**config.mk**
```make
export PLATFORM = sky130hd
export DESIGN_NAME = stk_seq_ctrl_flat
export DESIGN_NICKNAME = d
export VERILOG_FILES = /design/src/rtl/stk_seq_ctrl_if.sv /design/src/rtl/stk_seq_ctrl.sv /design/src/flat_wrapper.sv
export SDC_FILE = /design/constraint.sdc
export NUM_CORES = 1
export LEC_CHECK = 0
export ABC_CLOCK_PERIOD_IN_PS = 2910
export CAP_MARGIN = 5
export CORE_MARGIN = 5
export CORE_UTILIZATION = 50
export DETAILED_ROUTE_END_ITERATION = 8
export GPL_ROUTABILITY_DRIVEN = 1
export PLACE_DENSITY = 0.93
export SETUP_SLACK_MARGIN = 0.4
export SKIP_LAST_GASP = 1
export SLEW_MARGIN = 10
export SYNTH_ARGS = -nofsm -noshare
export SYNTH_HDL_FRONTEND = slang
export SYNTH_SLANG_ARGS = --single-unit
```
**constraint.sdc**
```tcl
create_clock -name clk -period 2.91 [get_ports clk]
set_input_delay 0.582 -clock clk [delete_from_list [all_inputs] [get_ports clk]]
set_output_delay 0.582 -clock clk [all_outputs]
set_load 0.01 [all_outputs]
```
**src/rtl/stk_seq_ctrl_if.sv**
```systemverilog
// Bus bundle between the instruction sequencer and its surroundings:
// the instruction ROM port plus launch/completion handshakes to WBPB and the stack ALU.
interface stk_seq_ctrl_if #(
    parameter int ADDR_LEN = 8,
    parameter int DATA_LEN = 8
);
    logic [ADDR_LEN-1:0]   inst_addr;
    logic                  inst_r_en;
    logic [DATA_LEN+3:0]   inst_data;
    logic [3:0]            control_bus;
    logic [DATA_LEN-1:0]   addr_const;
    logic                  wbpb_en;
    logic                  wbpb_fin;
    logic                  alu_en;
    logic                  alu_fin;
    logic [DATA_LEN-1:0]   stk_top;

    modport master (
        output inst_addr, inst_r_en, control_bus, addr_const, wbpb_en, alu_en,
        input  inst_data, wbpb_fin, alu_fin, stk_top
    );

    modport slave (
        input  inst_addr, inst_r_en, control_bus, addr_const, wbpb_en, alu_en,
        output inst_data, wbpb_fin, alu_fin, stk_top
    );
endinterface

```
**src/rtl/stk_seq_ctrl.sv**
```systemverilog
// Instruction sequencer: fetches {opcode,operand} words, launches WBPB/ALU operations
// and waits for their completion, and executes JMP/JZ/HALT internally.
module stk_seq_ctrl #(
    parameter int ADDR_LEN = 8,
    parameter int DATA_LEN = 8,
    parameter int TIMEOUT  = 16
) (
    input  logic                clk,
    input  logic                rstn,
    input  logic                start,
    stk_seq_ctrl_if.master      seq,
    output logic [ADDR_LEN-1:0] pc,
    output logic                busy,
    output logic                halted,
    output logic                err
);

    localparam int TW = $clog2(TIMEOUT + 1);

    localparam logic [3:0] OP_JMP  = 4'b1000;
    localparam logic [3:0] OP_JZ   = 4'b1001;
    localparam logic [3:0] OP_HALT = 4'b1111;

    typedef enum logic [2:0] {
        S_IDLE,
        S_FETCH,
        S_ROMWAIT,
        S_DECODE,
        S_ISSUE,
        S_WAITFIN,
        S_HALT,
        S_ERROR
    } state_t;

    state_t               state;
    state_t               state_next;
    logic [ADDR_LEN-1:0]  pc_next;
    logic [TW-1:0]        timer;
    logic [TW-1:0]        timer_next;
    logic [3:0]           ir_opc;
    logic [DATA_LEN-1:0]  ir_operand;
    logic [3:0]           cb_q;
    logic [DATA_LEN-1:0]  ac_q;
    logic                 ir_load;
    logic                 decode_load;
    logic                 is_unit_op;
    logic                 fin_seen;
    logic [ADDR_LEN-1:0]  jump_target;

    assign is_unit_op  = (ir_opc <= 4'd2) || (ir_opc[3:2] == 2'b01);
    assign jump_target = ADDR_LEN'(ir_operand);

    // Bit 2 of the latched opcode tells which unit was launched; only its fin counts.
    assign fin_seen = cb_q[2] ? seq.alu_fin : seq.wbpb_fin;

    always_ff @(posedge clk or negedge rstn) begin
        if (!rstn) begin
            state <= S_IDLE;
        end else begin
            state <= state_next;
        end
    end

    always_comb begin
        state_next  = state;
        pc_next     = pc;
        timer_next  = timer;
        ir_load     = 1'b0;
        decode_load = 1'b0;
        case (state)
            S_IDLE: begin
                if (start) begin
                    pc_next    = '0;
                    state_next = S_FETCH;
                end
            end
            S_FETCH: begin
                state_next = S_ROMWAIT;
            end
            S_ROMWAIT: begin
                ir_load    = 1'b1;
                state_next = S_DECODE;
            end
            S_DECODE: begin
                decode_load = 1'b1;
                if (is_unit_op) begin
                    state_next = S_ISSUE;
                end else if (ir_opc == OP_JMP) begin
                    pc_next    = jump_target;
                    state_next = S_FETCH;
                end else if (ir_opc == OP_JZ) begin
                    pc_next    = (seq.stk_top == '0) ? jump_target : pc + ADDR_LEN'(1);
                    state_next = S_FETCH;
                end else if (ir_opc == OP_HALT) begin
                    state_next = S_HALT;
                end else begin
                    state_next = S_ERROR;
                end
            end
            S_ISSUE: begin
                timer_next = '0;
                state_next = S_WAITFIN;
            end
            S_WAITFIN: begin
                if (fin_seen) begin
                    pc_next    = pc + ADDR_LEN'(1);
                    state_next = S_FETCH;
                end else begin
                    timer_next = timer + TW'(1);
                    if (timer == TW'(TIMEOUT - 1)) begin
                        state_next = S_ERROR;
                    end
                end
            end
            S_HALT: begin
                if (start) begin
                    pc_next    = '0;
                    state_next = S_FETCH;
                end
            end
            S_ERROR: begin
                state_next = S_ERROR;
            end
            default: begin
                state_next = S_IDLE;
            end
        endcase
    end

    // control_bus/addr_const stay registered from DECODE until the next decode,
    // so units can keep reading them while they work.
    always_ff @(posedge clk or negedge rstn) begin
        if (!rstn) begin
            pc         <= '0;
            timer      <= '0;
            ir_opc     <= '0;
            ir_operand <= '0;
            cb_q       <= '0;
            ac_q       <= '0;
        end else begin
            pc    <= pc_next;
            timer <= timer_next;
            if (ir_load) begin
                {ir_opc, ir_operand} <= seq.inst_data;
            end
            if (decode_load) begin
                cb_q <= ir_opc;
                ac_q <= ir_operand;
            end
        end
    end

    assign seq.inst_r_en   = (state == S_FETCH);
    assign seq.inst_addr   = (state == S_FETCH) ? pc : '0;
    assign seq.control_bus = cb_q;
    assign seq.addr_const  = ac_q;
    assign seq.wbpb_en     = (state == S_ISSUE) && !cb_q[2];
    assign seq.alu_en      = (state == S_ISSUE) && cb_q[2];

    assign busy   = (state == S_FETCH) || (state == S_ROMWAIT) || (state == S_DECODE) ||
                    (state == S_ISSUE) || (state == S_WAITFIN);
    assign halted = (state == S_HALT);
    assign err    = (state == S_ERROR);

endmodule

```
**src/flat_wrapper.sv**
```systemverilog
// flat-port wrapper written by rule: the top's interface ports become plain ports
module stk_seq_ctrl_flat 
#(
    parameter int ADDR_LEN = 8,
    parameter int DATA_LEN = 8,
    parameter int TIMEOUT  = 16
)
  (clk, rstn, start, pc, busy, halted, err, seq_inst_addr, seq_inst_r_en, seq_control_bus, seq_addr_const, seq_wbpb_en, seq_alu_en, seq_inst_data, seq_wbpb_fin, seq_alu_fin, seq_stk_top);
  stk_seq_ctrl_if #(.ADDR_LEN(ADDR_LEN), .DATA_LEN(DATA_LEN)) seq_i ();
  input  logic clk;
  input  logic rstn;
  input  logic start;
  output logic [ADDR_LEN-1:0] pc;
  output logic busy;
  output logic halted;
  output logic err;
  output wire logic [$bits(seq_i.inst_addr)-1:0] seq_inst_addr;
  output wire logic [$bits(seq_i.inst_r_en)-1:0] seq_inst_r_en;
  output wire logic [$bits(seq_i.control_bus)-1:0] seq_control_bus;
  output wire logic [$bits(seq_i.addr_const)-1:0] seq_addr_const;
  output wire logic [$bits(seq_i.wbpb_en)-1:0] seq_wbpb_en;
  output wire logic [$bits(seq_i.alu_en)-1:0] seq_alu_en;
  input wire logic [$bits(seq_i.inst_data)-1:0] seq_inst_data;
  input wire logic [$bits(seq_i.wbpb_fin)-1:0] seq_wbpb_fin;
  input wire logic [$bits(seq_i.alu_fin)-1:0] seq_alu_fin;
  input wire logic [$bits(seq_i.stk_top)-1:0] seq_stk_top;
  assign seq_inst_addr = seq_i.inst_addr;
  assign seq_inst_r_en = seq_i.inst_r_en;
  assign seq_control_bus = seq_i.control_bus;
  assign seq_addr_const = seq_i.addr_const;
  assign seq_wbpb_en = seq_i.wbpb_en;
  assign seq_alu_en = seq_i.alu_en;
  assign seq_i.inst_data = seq_inst_data;
  assign seq_i.wbpb_fin = seq_wbpb_fin;
  assign seq_i.alu_fin = seq_alu_fin;
  assign seq_i.stk_top = seq_stk_top;
  stk_seq_ctrl #(.ADDR_LEN(ADDR_LEN), .DATA_LEN(DATA_LEN), .TIMEOUT(TIMEOUT)) u_core (.clk(clk), .rstn(rstn), .start(start), .seq(seq_i), .pc(pc), .busy(busy), .halted(halted), .err(err));
endmodule
```
==> summary.log, run 1 <==
INFO  timing         fin_crit_sh=85.5%
INFO  clock_network  clock_sink_count=40
INFO  synthesis      synth_most_common_cell=sky130_fd_sc_hd__dfrtp_1
INFO  final_layout   stdcell_count=325
INFO  global_route   largest_net_degree_at_the_start_of_global_routing=41
INFO  synthesis      parity_gate_share_of_the_synthesized_area_counting_xor_and_xnor_cells=0.774%
INFO  synthesis      compound_gate_portion_of_the_synthesized_area=17.5%
INFO  floorplanning  initial_standard_cell_utilization_of_the_core=51.6%
INFO  timing         max-slew-margin-rel=39.7%
INFO  placed_design  placedInstanceArea=2870µm²
INFO  synthesis      synth_warnings=0
INFO  floorplanning  die_ht=77.3µm
INFO  detailed_routing drt_first_iter_violations=166
INFO  synthesis      postSynth.asyncResetShare=100%
INFO  critical_path  crit_path_top_delay_cell=sky130_fd_sc_hd__clkdlybuf4s50_1
INFO  timing         max_freq=0.402GHz
INFO  global_route   grt_usage=17.8%
INFO  detailed_routing totalWireLength=5490µm
INFO  synthesis      synth_top_family_by_area=simple AND/OR/NAND/NOR gates
INFO  floorplanning  fp.dieArea=5970µm²
INFO  synthesis      synth_largest_type_area_fraction=44.2%
INFO  synthesis      syn-mean-instance-area=10.6µm²
INFO  synthesis      netlist_instances=213
INFO  placed_design  post-place-cells=315
INFO  detailed_routing detail_route.first_pass.iterations=4
INFO  floorplanning  floorplan.core_area=4380µm²
INFO  job            timing.max_cap.violations=0
INFO  synthesis      synth_top_cell_by_area=sky130_fd_sc_hd__dfrtp_1
INFO  floorplanning  die_x=77.3µm
INFO  critical_path  required=2.33ns
INFO  clock_network  clkSlewWorstSetupHoldPaths=0.08ns
INFO  timing         period_minus_slack=2.49ns
INFO  global_route   first_global_vias=1,877
INFO  power          total_leakage_power=1.22nW
INFO  timing         report.final.slew_viol_count=0
INFO  critical_path  critical_path_arrival=1.90ns
INFO  critical_path  worstSetupStartpointType=flip-flop
INFO  final_layout   post_route_cell_area=3010µm²
INFO  synthesis      synth-main-ff-cell=sky130_fd_sc_hd__dfrtp_1
INFO  synthesis      post_synth_instance_area=2260µm²
INFO  power          peakVddDrop=0.527mV
INFO  detailed_routing drcViolationCount=0
INFO  critical_path  crit_path_cell_trace=nand2b_2 > nor2_2 > and2_1 > clkdlybuf4s50_1
INFO  detailed_routing antenna_left=0
INFO  synthesis      synth_adder_area_share=1.66%
INFO  clock_network  clk_buf_depth=2
INFO  clock_network  h-tree-depth=2
INFO  timing         finalWorstSetupSlack=0.423ns
INFO  clock_network  cts_hold_repair.buffers=0
INFO  placed_design  dp_worst_setup_slack=0.488ns
INFO  final_layout   antenna_cells_inserted=0
INFO  synthesis      ys_top_cells_by_count=40 x sky130_fd_sc_hd__dfrtp_1, 24 x sky130_fd_sc_hd__mux2_2, 15 x sky130_fd_sc_hd__nor2_1, 9 x sky130_fd_sc_hd__nand2_1
INFO  synthesis      synth_cell_types=50
INFO  global_route   antenna_found_initial=0
INFO  timing         setup_repair_after_global_routing_missed_its_margin=true
INFO  placed_design  post-dp-hpwl=3890µm
INFO  synthesis      syn-num-nets=241
INFO  timing         skew=0.00422ns
INFO  synthesis      synth_edf_count=0
INFO  detailed_routing detail_route.wl_per_cell=16.9µm
INFO  synthesis      synth_simple_gate_area_share=19.9%
INFO  global_route   globalRoute.totalOverflow=0
INFO  final_layout   layout-drive-gt1-share=21.6%
INFO  final_layout   finalNetCount=300
INFO  timing         setup_total_negative_slack=0ns
INFO  final_layout   syn2layout_area_growth=33.0%
INFO  power          pwr_density_cell=1080nW/µm²
INFO  synthesis      ys_ff_latch=40
INFO  timing         finalHoldViolations=0
INFO  floorplanning  ios=59
INFO  synthesis      synth.area.mux_share=12.4%
INFO  detailed_routing viasPerCell=5.95
INFO  run_status     run_status=finished clean
INFO  critical_path  path_class=flip-flop to primary output
INFO  final_layout   final_core_util=68.6%
INFO  floorplanning  row_count=24
INFO  timing         timing.final.setup_violations=0
INFO  worst_hold_path worst_min_path_class=input pin to asynchronous set/reset pin
INFO  clock_network  tritoncts_clock_tree=built
INFO  placed_design  port_buffers=58
INFO  synthesis      yosysSeqAreaShare=44.2%
INFO  timing         tightest_slew=0.905ns
INFO  critical_path  critical_path_fanout_max=8
INFO  placed_design  gpl.final_weighted_congestion=0.897
INFO  clock_network  clock_insertion_delay_worst_skew=0.30ns
INFO  detailed_routing detailroute.via_count=1,933
INFO  critical_path  endpoint_kind=primary output
INFO  global_route   grt_pass1_wl=8720µm
INFO  synthesis      synth_top_cells_by_area=sky130_fd_sc_hd__dfrtp_1 44%, sky130_fd_sc_hd__mux2_2 12%, sky130_fd_sc_hd__nor2_1 2.5%, sky130_fd_sc_hd__and2_1 2.2%, sky130_fd_sc_hd__o31ai_1 2.0%
INFO  critical_path  critical_path.max_stage_delay=0.53ns
INFO  clock_network  tritoncts.num_buffers=5
INFO  clock_network  cts-root-buf=sky130_fd_sc_hd__clkbuf_8
-- worst paths after layout --
| path | endpoint | slack (ns) | start | cells after the start |
|---|---|---|---|---|
| setup / recovery | seq_alu_en | 0.42 | u_core.state[1] | 4 |
| hold / removal | u_core.timer[2] | 0.41 | rstn | 1 |
| setup reg to reg | u_core.pc[6] | 0.64 | u_core.state[1] | 6 |
| hold reg to reg | u_core.timer[4] | 0.51 | u_core.timer[4] | 1 |
| max in group asynchronous | u_core.state[2] | 1.89 | rstn | 1 |
| min in group clk | u_core.timer[4] | 0.51 | u_core.timer[4] | 1 |
-- placed cells by master (no fill, tap or decap), types with 7 or more instances in the layout --
| master | instances |
|---|---|
| sky130_fd_sc_hd__nor3_1 | 7 |
| sky130_fd_sc_hd__mux2_2 | 24 |
| sky130_fd_sc_hd__o21ai_0 | 8 |
| sky130_fd_sc_hd__nor2_1 | 12 |
| sky130_fd_sc_hd__and3_1 | 7 |
| sky130_fd_sc_hd__and2_1 | 8 |
| sky130_fd_sc_hd__dfrtp_1 | 37 |
| sky130_fd_sc_hd__clkdlybuf4s50_1 | 57 |
| sky130_fd_sc_hd__nand2_1 | 9 |
-- cell families after synthesis --
family / Yosys count
simple gates: 75
compound gates: 51
flops: 40
mux: 25
buf+inv: 17
fa+ha+maj: 3
xor+xnor: 2
-- state kept, by name (all words and copies together), names as in the netlist --
name,count
u_core.timer,5
u_core.ir_operand,8
u_core.ir_opc,4
u_core.seq.control_bus,4
u_core.state,3
u_core.pc,8
u_core.seq.addr_const,8
-- where the power goes --
group          switching, W  leakage (nW)  internal, W
registers          0.000293         0.488     0.000822
logic              0.000832         0.687     0.000937
clock network      0.000208        0.0404     0.000170
-- critical path: cells and delay by family, from the launching register on --
kind          cells  cell delay, ns
buf+inv           1            0.53
simple gates      3            0.61
flops             1            0.47
-- layer usage --
metal	share of wire, %	vias up	wire, µm	global-route usage (%)
met2	48	76	2630	27.9
met4	0.62	0	34	5.67
met5	0	-	0	0
met1	44	947	2400	23.9
met3	7.6	3	417	4.80
li1	-	907	-	-
-- final cells by class --
type                    instances  area, µm²
fillers                       334       1380
repair buffers                 63        626
flip-flops and latches         40       1000
clock buffers                   5       68.8
well taps                      52       65.1
multi-input cells             156       1200
inverters                       6       22.5
clock inverters                 3       23.8
-- through the flow --
step	hold slack [ns]	total power, W
after floorplan	0.286	0.00216
after global placement	0.477	0.00274
after detailed placement	0.493	0.00279
after CTS	0.431	0.00320
after global routing	0.495	0.00347
final	0.409	0.00326
-- timing repair --
action | in CTS | in global routing
resized for setup | 7 | 2
endpoints found under the setup margin | 9 | 9
endpoints found under the hold margin | 0 | 0
gates cloned | 0 | 0
setup buffers | 0 | 2
Power figures use the tool's default switching activity.
==> run 2: changes to the inputs <==
- CORE_MARGIN: 5 -> 1
- PLACE_DENSITY: 0.93 -> 0.92
==> run 2 against run 1 <==
Wire length fell by 3.5%; hold slack got worse by 0.0087 ns; sequential power barely moved; non-clock buffer count fell by 2; first-iteration DRC count rose by 11%; setup slack improved by 0.045 ns; largest power group unchanged; final area fell by 0.58%; sequential share of layout area rose by 0.20 points; critical endpoint unchanged.
==> summary.log, run 2 (same netlist as run 1, synthesis figures left out) <==
INFO  clock_network  clk_buf_depth=2 [unchanged]
INFO  floorplanning  fp.dieArea=4800µm² [-20%]
INFO  global_route   largest_net_degree_at_the_start_of_global_routing=41 [unchanged]
INFO  floorplanning  row_count=24 [unchanged]
INFO  critical_path  critical_path_fanout_max=8 [unchanged]
INFO  clock_network  cts-root-buf=sky130_fd_sc_hd__clkbuf_8
INFO  critical_path  r2r_cells=6 [unchanged]
INFO  global_route   global_route.peak_usage_layer=met2
INFO  timing         fin_crit_sh=83.9% [-1.6 points]
INFO  final_layout   final_core_util=68.7% [+0.071 points]
INFO  critical_path  worstSetupStartpointType=flip-flop
INFO  floorplanning  die_ht=69.3µm [-10%]
INFO  timing         finalHoldViolations=0 [unchanged]
INFO  detailed_routing totalWireLength=5300µm [-3.5%]
INFO  final_layout   syn2layout_area_growth=32.2%
INFO  critical_path  source_of_the_critical_timing_path=u_core.state[1]
INFO  global_route   grt_pass1_wl=8850µm [+1.5%]
INFO  global_route   globalRouteMet2Util=36.6% [+8.6 points]
INFO  critical_path  critical_path.max_stage_delay=0.53ns [about the same]
INFO  detailed_routing detail_route.wl_per_cell=16.4µm [-2.9%]
INFO  global_route   grtUsageMet3=4.22% [-0.59 points]
INFO  timing         timing.final.setup_violations=0 [unchanged]
INFO  critical_path  worstSetupPathDepth=4 [unchanged]
INFO  job            timing.max_cap.violations=0 [unchanged]
INFO  clock_network  clock_insertion_delay_worst_skew=0.30ns [about the same]
INFO  clock_network  clkSlewWorstSetupHoldPaths=0.07ns [about the same]
INFO  final_layout   finalNetCount=298 [-0.67%]
INFO  global_route   grt_usage=23.2% [+5.3 points]
INFO  timing         tightest_slew=0.887ns [-0.0176 ns]
INFO  global_route   antenna_found_initial=0 [unchanged]
INFO  critical_path  rr_startpoint=u_core.state[1]
INFO  timing         max-slew-margin-rel=40.9% [+1.2 points]
INFO  critical_path  critical_path.top_delay_family=simple AND/OR/NAND/NOR gates
INFO  timing         report.final.slew_viol_count=0 [unchanged]
INFO  clock_network  clock_sink_count=40 [unchanged]
INFO  power          total_leakage_power=1.21nW [-0.71%]
INFO  timing         setup_repair_after_global_routing_missed_its_margin=false
INFO  worst_hold_path worst_min_path_class=input pin to asynchronous set/reset pin
INFO  critical_path  required=2.33ns [about the same]
INFO  placed_design  post-dp-hpwl=3800µm [-2.5%]
INFO  detailed_routing drcViolationCount=0 [unchanged]
INFO  detailed_routing antenna_left=0 [unchanged]
INFO  placed_design  gpl.final_weighted_congestion=0.916 [+2.1%]
INFO  final_layout   fillerInstances=334 [unchanged]
INFO  detailed_routing detailroute.via_count=1,956 [+1.2%]
INFO  critical_path  path_class=flip-flop to primary output
INFO  global_route   grt_util_met1=31.5% [+7.6 points]
INFO  critical_path  crit_path_top_delay_cell=sky130_fd_sc_hd__clkdlybuf4s50_1
INFO  floorplanning  floorplan.core_area=4350µm² [-0.68%]
INFO  critical_path  critPathBufInv=1 [unchanged]
INFO  timing         setup_total_negative_slack=0ns [unchanged]
INFO  detailed_routing drt_first_iter_violations=185 [+11%]
INFO  timing         period_minus_slack=2.44ns [-0.0451 ns]
INFO  run_status     run_status=finished clean
INFO  power          peakVddDrop=0.670mV [+27%]
INFO  floorplanning  initial_standard_cell_utilization_of_the_core=52.0% [+0.36 points]
INFO  critical_path  ff2ff_setup_slack=0.57ns [-0.07 ns]
INFO  critical_path  critical_path_arrival=1.86ns [-0.04 ns]
INFO  final_layout   antenna_cells_inserted=0 [unchanged]
INFO  critical_path  crit_path_cell_trace=nand2b_2 > nor2_4 > and2_1 > clkdlybuf4s50_1
INFO  clock_network  h-tree-depth=2 [unchanged]
INFO  clock_network  tritoncts_clock_tree=built
INFO  final_layout   layout-drive-gt1-share=21.0% [-0.58 points]
INFO  final_layout   final_common_cell=sky130_fd_sc_hd__clkdlybuf4s50_1
INFO  floorplanning  ios=59 [unchanged]
INFO  critical_path  endpoint_kind=primary output
INFO  clock_network  tritoncts.num_buffers=5 [unchanged]
INFO  global_route   globalRoute.totalOverflow=0 [unchanged]
INFO  placed_design  port_buffers=58 [unchanged]
INFO  global_route   first_global_vias=1,822 [-2.9%]
INFO  floorplanning  die_x=69.3µm [-10%]
INFO  detailed_routing viasPerCell=6.06 [+1.8%]
INFO  timing         skew=0.00910ns [+0.00488 ns]
INFO  power          pwr_density_cell=1080nW/µm² [-0.23%]
INFO  final_layout   layout_common_cells=57 x sky130_fd_sc_hd__clkdlybuf4s50_1, 37 x sky130_fd_sc_hd__dfrtp_1, 24 x sky130_fd_sc_hd__mux2_2
INFO  detailed_routing detail_route.first_pass.iterations=4 [unchanged]
INFO  timing         max_freq=0.410GHz [+1.8%]
run 2: cell types whose count changed in the layout (fill, tap and decap cells not counted):
cell                       change
sky130_fd_sc_hd__nand2b_2      -1
sky130_fd_sc_hd__nand2b_4      +1
sky130_fd_sc_hd__nor2_4        +1
sky130_fd_sc_hd__buf_12        -1
sky130_fd_sc_hd__buf_4         -1
sky130_fd_sc_hd__nor2_2        -1
run 2: final cells by class:
cell class / instances / area (µm²) / area share [%]
Sequential cell: 40 / 1000 / 33.6
Clock buffer: 5 / 68.8 / 2.30
Timing Repair Buffer: 61 / 598 / 20.0
Inverter: 6 / 22.5 / 0.753
Clock inverter: 3 / 23.8 / 0.795
Tap cell: 52 / 65.1 / 2.18
Multi-Input combinational cell: 156 / 1210 / 40.4
run 2: what timing repair did:
action                     4_1_cts  5_1_grt
setup buffers                    0        0
setup endpoints to repair        9        8
hold buffers                     0        0
resized for setup                5        6
run 2: worst register-to-register path: stages (launching register included):
cell and delay [ns]:
sky130_fd_sc_hd__dfrtp_2 0.48, sky130_fd_sc_hd__buf_4 0.21, sky130_fd_sc_hd__nor2b_1 0.51, sky130_fd_sc_hd__nand3_2 0.31, sky130_fd_sc_hd__and3_1 0.34, sky130_fd_sc_hd__and3_1 0.21
sky130_fd_sc_hd__nor3_2 0.21
run 2: path summary, 6_finish.rpt:
check,to
worst max-delay path,seq_alu_en
worst min-delay path,u_core.timer[3]
worst max register to register,u_core.pc[6]
worst min register to register,u_core.timer[4]
max in group asynchronous,u_core.state[1]
min in group clk,u_core.timer[4]
run 2: where the power goes:
| group | switching [W] | total (W) | internal [W] |
|---|---|---|---|
| registers | 0.000307 | 0.00113 | 0.000822 |
| clock network | 0.000211 | 0.000380 | 0.000170 |
| logic | 0.000814 | 0.00173 | 0.000913 |
| total | 0.00133 | 0.00324 | 0.00190 |
run 2: metal layers:
layer | up-vias | part of all wire [%]
li1 | 902 | -
met1 | 946 | 44
met2 | 92 | 47
met3 | 16 | 5.9
met4 | 0 | 2.2
met5 | - | 0
run 2: metrics by stage:
stage / cells / hold WS, ns / setup WS (ns) / cell area [µm²] / total power, W
finish: 323 / 0.400 / 0.468 / 2990 / 0.00324
CTS: 323 / 0.419 / 0.365 / 2970 / 0.00320
global placement: 315 / 0.473 / 0.536 / 2870 / 0.00272
global route: 323 / 0.460 / 0.402 / 2990 / 0.00344
detailed placement: 315 / 0.484 / 0.505 / 2870 / 0.00279
floorplan: 213 / 0.286 / 1.05 / 2260 / 0.00216
==> RTL edit: new RTL, config.mk and constraints of run 1 <==
Encoding of `state_t`: now one-hot (8 bits for 8 states).
--- a/src/rtl/stk_seq_ctrl.sv
+++ b/src/rtl/stk_seq_ctrl.sv
@@ -21,15 +21,15 @@
     localparam logic [3:0] OP_JZ   = 4'b1001;
     localparam logic [3:0] OP_HALT = 4'b1111;
 
-    typedef enum logic [2:0] {
-        S_IDLE,
-        S_FETCH,
-        S_ROMWAIT,
-        S_DECODE,
-        S_ISSUE,
-        S_WAITFIN,
-        S_HALT,
-        S_ERROR
+    typedef enum logic [7:0] {
+        S_IDLE    = 8'b00000001,
+        S_FETCH   = 8'b00000010,
+        S_ROMWAIT = 8'b00000100,
+        S_DECODE  = 8'b00001000,
+        S_ISSUE   = 8'b00010000,
+        S_WAITFIN = 8'b00100000,
+        S_HALT    = 8'b01000000,
+        S_ERROR   = 8'b10000000
     } state_t;
 
     state_t               state;
Formal check against the unedited RTL: same outputs for any inputs over 10 cycles, from zero or initial values and one cycle with rstn low; not proved beyond that.
==> RTL edit against run 1 <==
- the flow now finishes with violations (setup timing)
- first-iteration DRC count increased by 2.4%
- global-route usage is 1.8 points higher
- total power decreased by 5.1%
- design area grew 9.1%
- clock skew rose by 0.56 ps
- setup slack worse by 430 ps
- synthesized area increased by 1.5%
- sequential cell count rose by 5
- routed wire length up 9.4%
- highest routed layer unchanged
==> RTL edit: results (changes against run 1) <==
Parameter                              Value

Yosys
  FFs w/ async S/R, synth ... 100% (unchanged)
  Number of unique standard cell types used by synthesis ... 47 (was 50)
  Sequential cell area fraction in the yosys report ... 49.1% (was 44.2%)
  Net Count, Synth ... 265 (was 241)
  Commonest cells in the synthesized netlist ... sky130_fd_sc_hd__dfrtp_1, sky130_fd_sc_hd__nand2_1, sky130_fd_sc_hd__o21ai_0 (was sky130_fd_sc_hd__dfrtp_1, sky130_fd_sc_hd__mux2_2, sky130_fd_sc_hd__nor2_1)
  Synth warnings ... 0 (unchanged)
  Synth top area cells ... sky130_fd_sc_hd__dfrtp_1, sky130_fd_sc_hd__nand2_1, sky130_fd_sc_hd__mux2_2 (was sky130_fd_sc_hd__dfrtp_1, sky130_fd_sc_hd__mux2_2, sky130_fd_sc_hd__nor2_1)

Clock tree
  Clock-pin transition on the worst setup and hold timing paths ... 80 ps (about the same)
  CTS Buf Count ... 5 (unchanged)
  CTS Root Buffer Type ... sky130_fd_sc_hd__clkbuf_8 (unchanged)
  Worst skew pair latency ... 300 ps (about the same)
  Number of buffers between clock root and the deepest sink ... 2 (unchanged)
  Maximum level of the CTS H-tree ... 2 (unchanged)

Placement
  Dpl cell area ... 0.00303 mm² (was 0.00287 mm²)
  Detailed placer's ending HPWL ... 4290 µm (was 3890 µm)
  IO Port Bufs ... 58 (unchanged)
  Global placement routability congestion ... 0.867 (was 0.897)

Routing
  Highest signal layer in the routed design ... met4 (unchanged)
  1st-pass router iterations ... 4 (unchanged)
  Routed wl met3 ... 404 µm (was 417 µm)
  Met1 routed wirelength after detailed routing ... 2580 µm (was 2400 µm)
  Initial drt markers ... 170 (was 166)
  Total via count after detailed routing ... 2,120 (was 1,933)
  Sum of routed wire length over all layers ... 6010 µm (was 5490 µm)
  Met2 layer wire length in the routed design ... 2920 µm (was 2630 µm)

Global routing
  Via count of the first global-routing pass ... 2,046 (was 1,877)
  Maximum number of pins on one net before global-route repair ... 46 (was 41)
  Total track usage ... 19.6% (was 17.8%)
  Wire length of the first global-routing pass ... 9750 µm (was 8720 µm)

Min path
  Type of the worst min-delay path ... primary input to asynchronous set/reset pin (unchanged)

Timing
  Total Negative Setup Slacks ... -5.05 ps (was 0 ps)
  Max Clock Skew ... 4.78 ps (was 4.22 ps)
  Slew headroom ... 36.2% (was 39.7%)
  Number of setup violations in the final report ... 3 (was 0)
  Setup WS post-layout ... -2.46 ps (was 423 ps)

Critical path
  Arrival time of data at the critical path endpoint ... 2330 ps (was 1900 ps)
  Worst Path Max Fanout ... 7 (was 8)

Status
  Status ... complete, but fails checks (was completed)
  Violations in the final reports ... setup timing

Final layout
  Share of post-route cells with drive strength above 1 ... 24.9% (was 21.6%)
  Number of diodes added for antenna fixing ... 0 (unchanged)
  Filler cell count ... 299 (was 334)
  Final-stage net count ... 349 (was 300)

Power
  Peak supply drop ... 0.604 mV (was 0.527 mV)
  Total leakage power ... 0.00151 µW (was 0.00122 µW)
[RTL edit: worst paths after layout]
kind	from	endpoint	slack [ps]	cells past startpoint
hold / removal	rstn	u_core.seq.control_bus[1]	430	1
max in group asynchronous	rstn	u_core.timer[0]	1890	1
min in group clk	u_core.seq.addr_const[3]	u_core.seq.addr_const[3]	510	1
hold reg to reg	u_core.seq.addr_const[3]	u_core.seq.addr_const[3]	510	1
setup reg to reg	u_core.state[2]	u_core.pc[5]	480	6
setup / recovery	u_core.state[2]	seq_inst_addr[3]	-2	7
[RTL edit: critical path, stage by stage (launching register included)]
cell,delay [ps]
sky130_fd_sc_hd__dfrtp_1,410
sky130_fd_sc_hd__or4_4,540
sky130_fd_sc_hd__or3_4,360
sky130_fd_sc_hd__nor3b_4,240
sky130_fd_sc_hd__buf_4,150
sky130_fd_sc_hd__buf_6,100
sky130_fd_sc_hd__and2_4,140
sky130_fd_sc_hd__buf_6,90
[RTL edit: where the power goes]
group / total, µW / leakage, µW / switching (µW) / internal (µW)
Combinational: 1510 / 0.000879 / 675 / 838
Clock: 457 / 0.0000540 / 208 / 250
Sequential: 1130 / 0.000576 / 259 / 866
Total: 3100 / 0.00151 / 1140 / 1950
[RTL edit: logic make-up (layout without fill, tap and decap cells)]
family                   after synthesis  in the layout  share of synthesized area [%]
flip-flops                            45             45                           49.1
multiplexers                          13             13                           6.26
AO/OA/AOI/OAI                         49             49                           13.7
XOR/XNOR                               2              2                          0.763
AND/OR/NAND/NOR                      111            111                           26.1
buffers and inverters                 14             98                           2.45
adder cells (fa/ha/maj)                3              3                           1.63
[RTL edit: layout make-up]
cell class | instances | area [µm²] | share of cell area (%)
sequential | 45 | 1130 | 34.4
clock buffer | 5 | 68.8 | 2.10
clock inverter | 2 | 35.0 | 1.07
multi-input combinational | 178 | 1170 | 35.7
tap | 52 | 65.1 | 1.98
timing repair buffer | 84 | 786 | 24.0
inverter | 7 | 26.3 | 0.801
[RTL edit: what timing repair did]
action,CTS,global route
setup endpoints to repair,15,14
hold buffers,0,0
pin swaps,7,7
buffers inserted,7,3
resized for setup,63,15
[RTL edit: metrics by stage]
stage / std cells / hold slack [ps] / setup WS (ps) / power [µW]
floorplan: 237 / 286 / 457 / 1830
global placement: 356 / 484 / -41.4 / 2390
detailed placement: 356 / 493 / -77.2 / 2470
CTS: 370 / 474 / -51.8 / 3030
global route: 373 / 533 / -70.3 / 3280
finish: 373 / 428 / -2.46 / 3100
[RTL edit: metal layers]
metal | GRT usage (%) | up-vias
met1 | 26.1 | 1005
li1 | - | 1013
met4 | 8.25 | 0
met2 | 30.6 | 90
met3 | 4.51 | 12
met5 | 0 | -
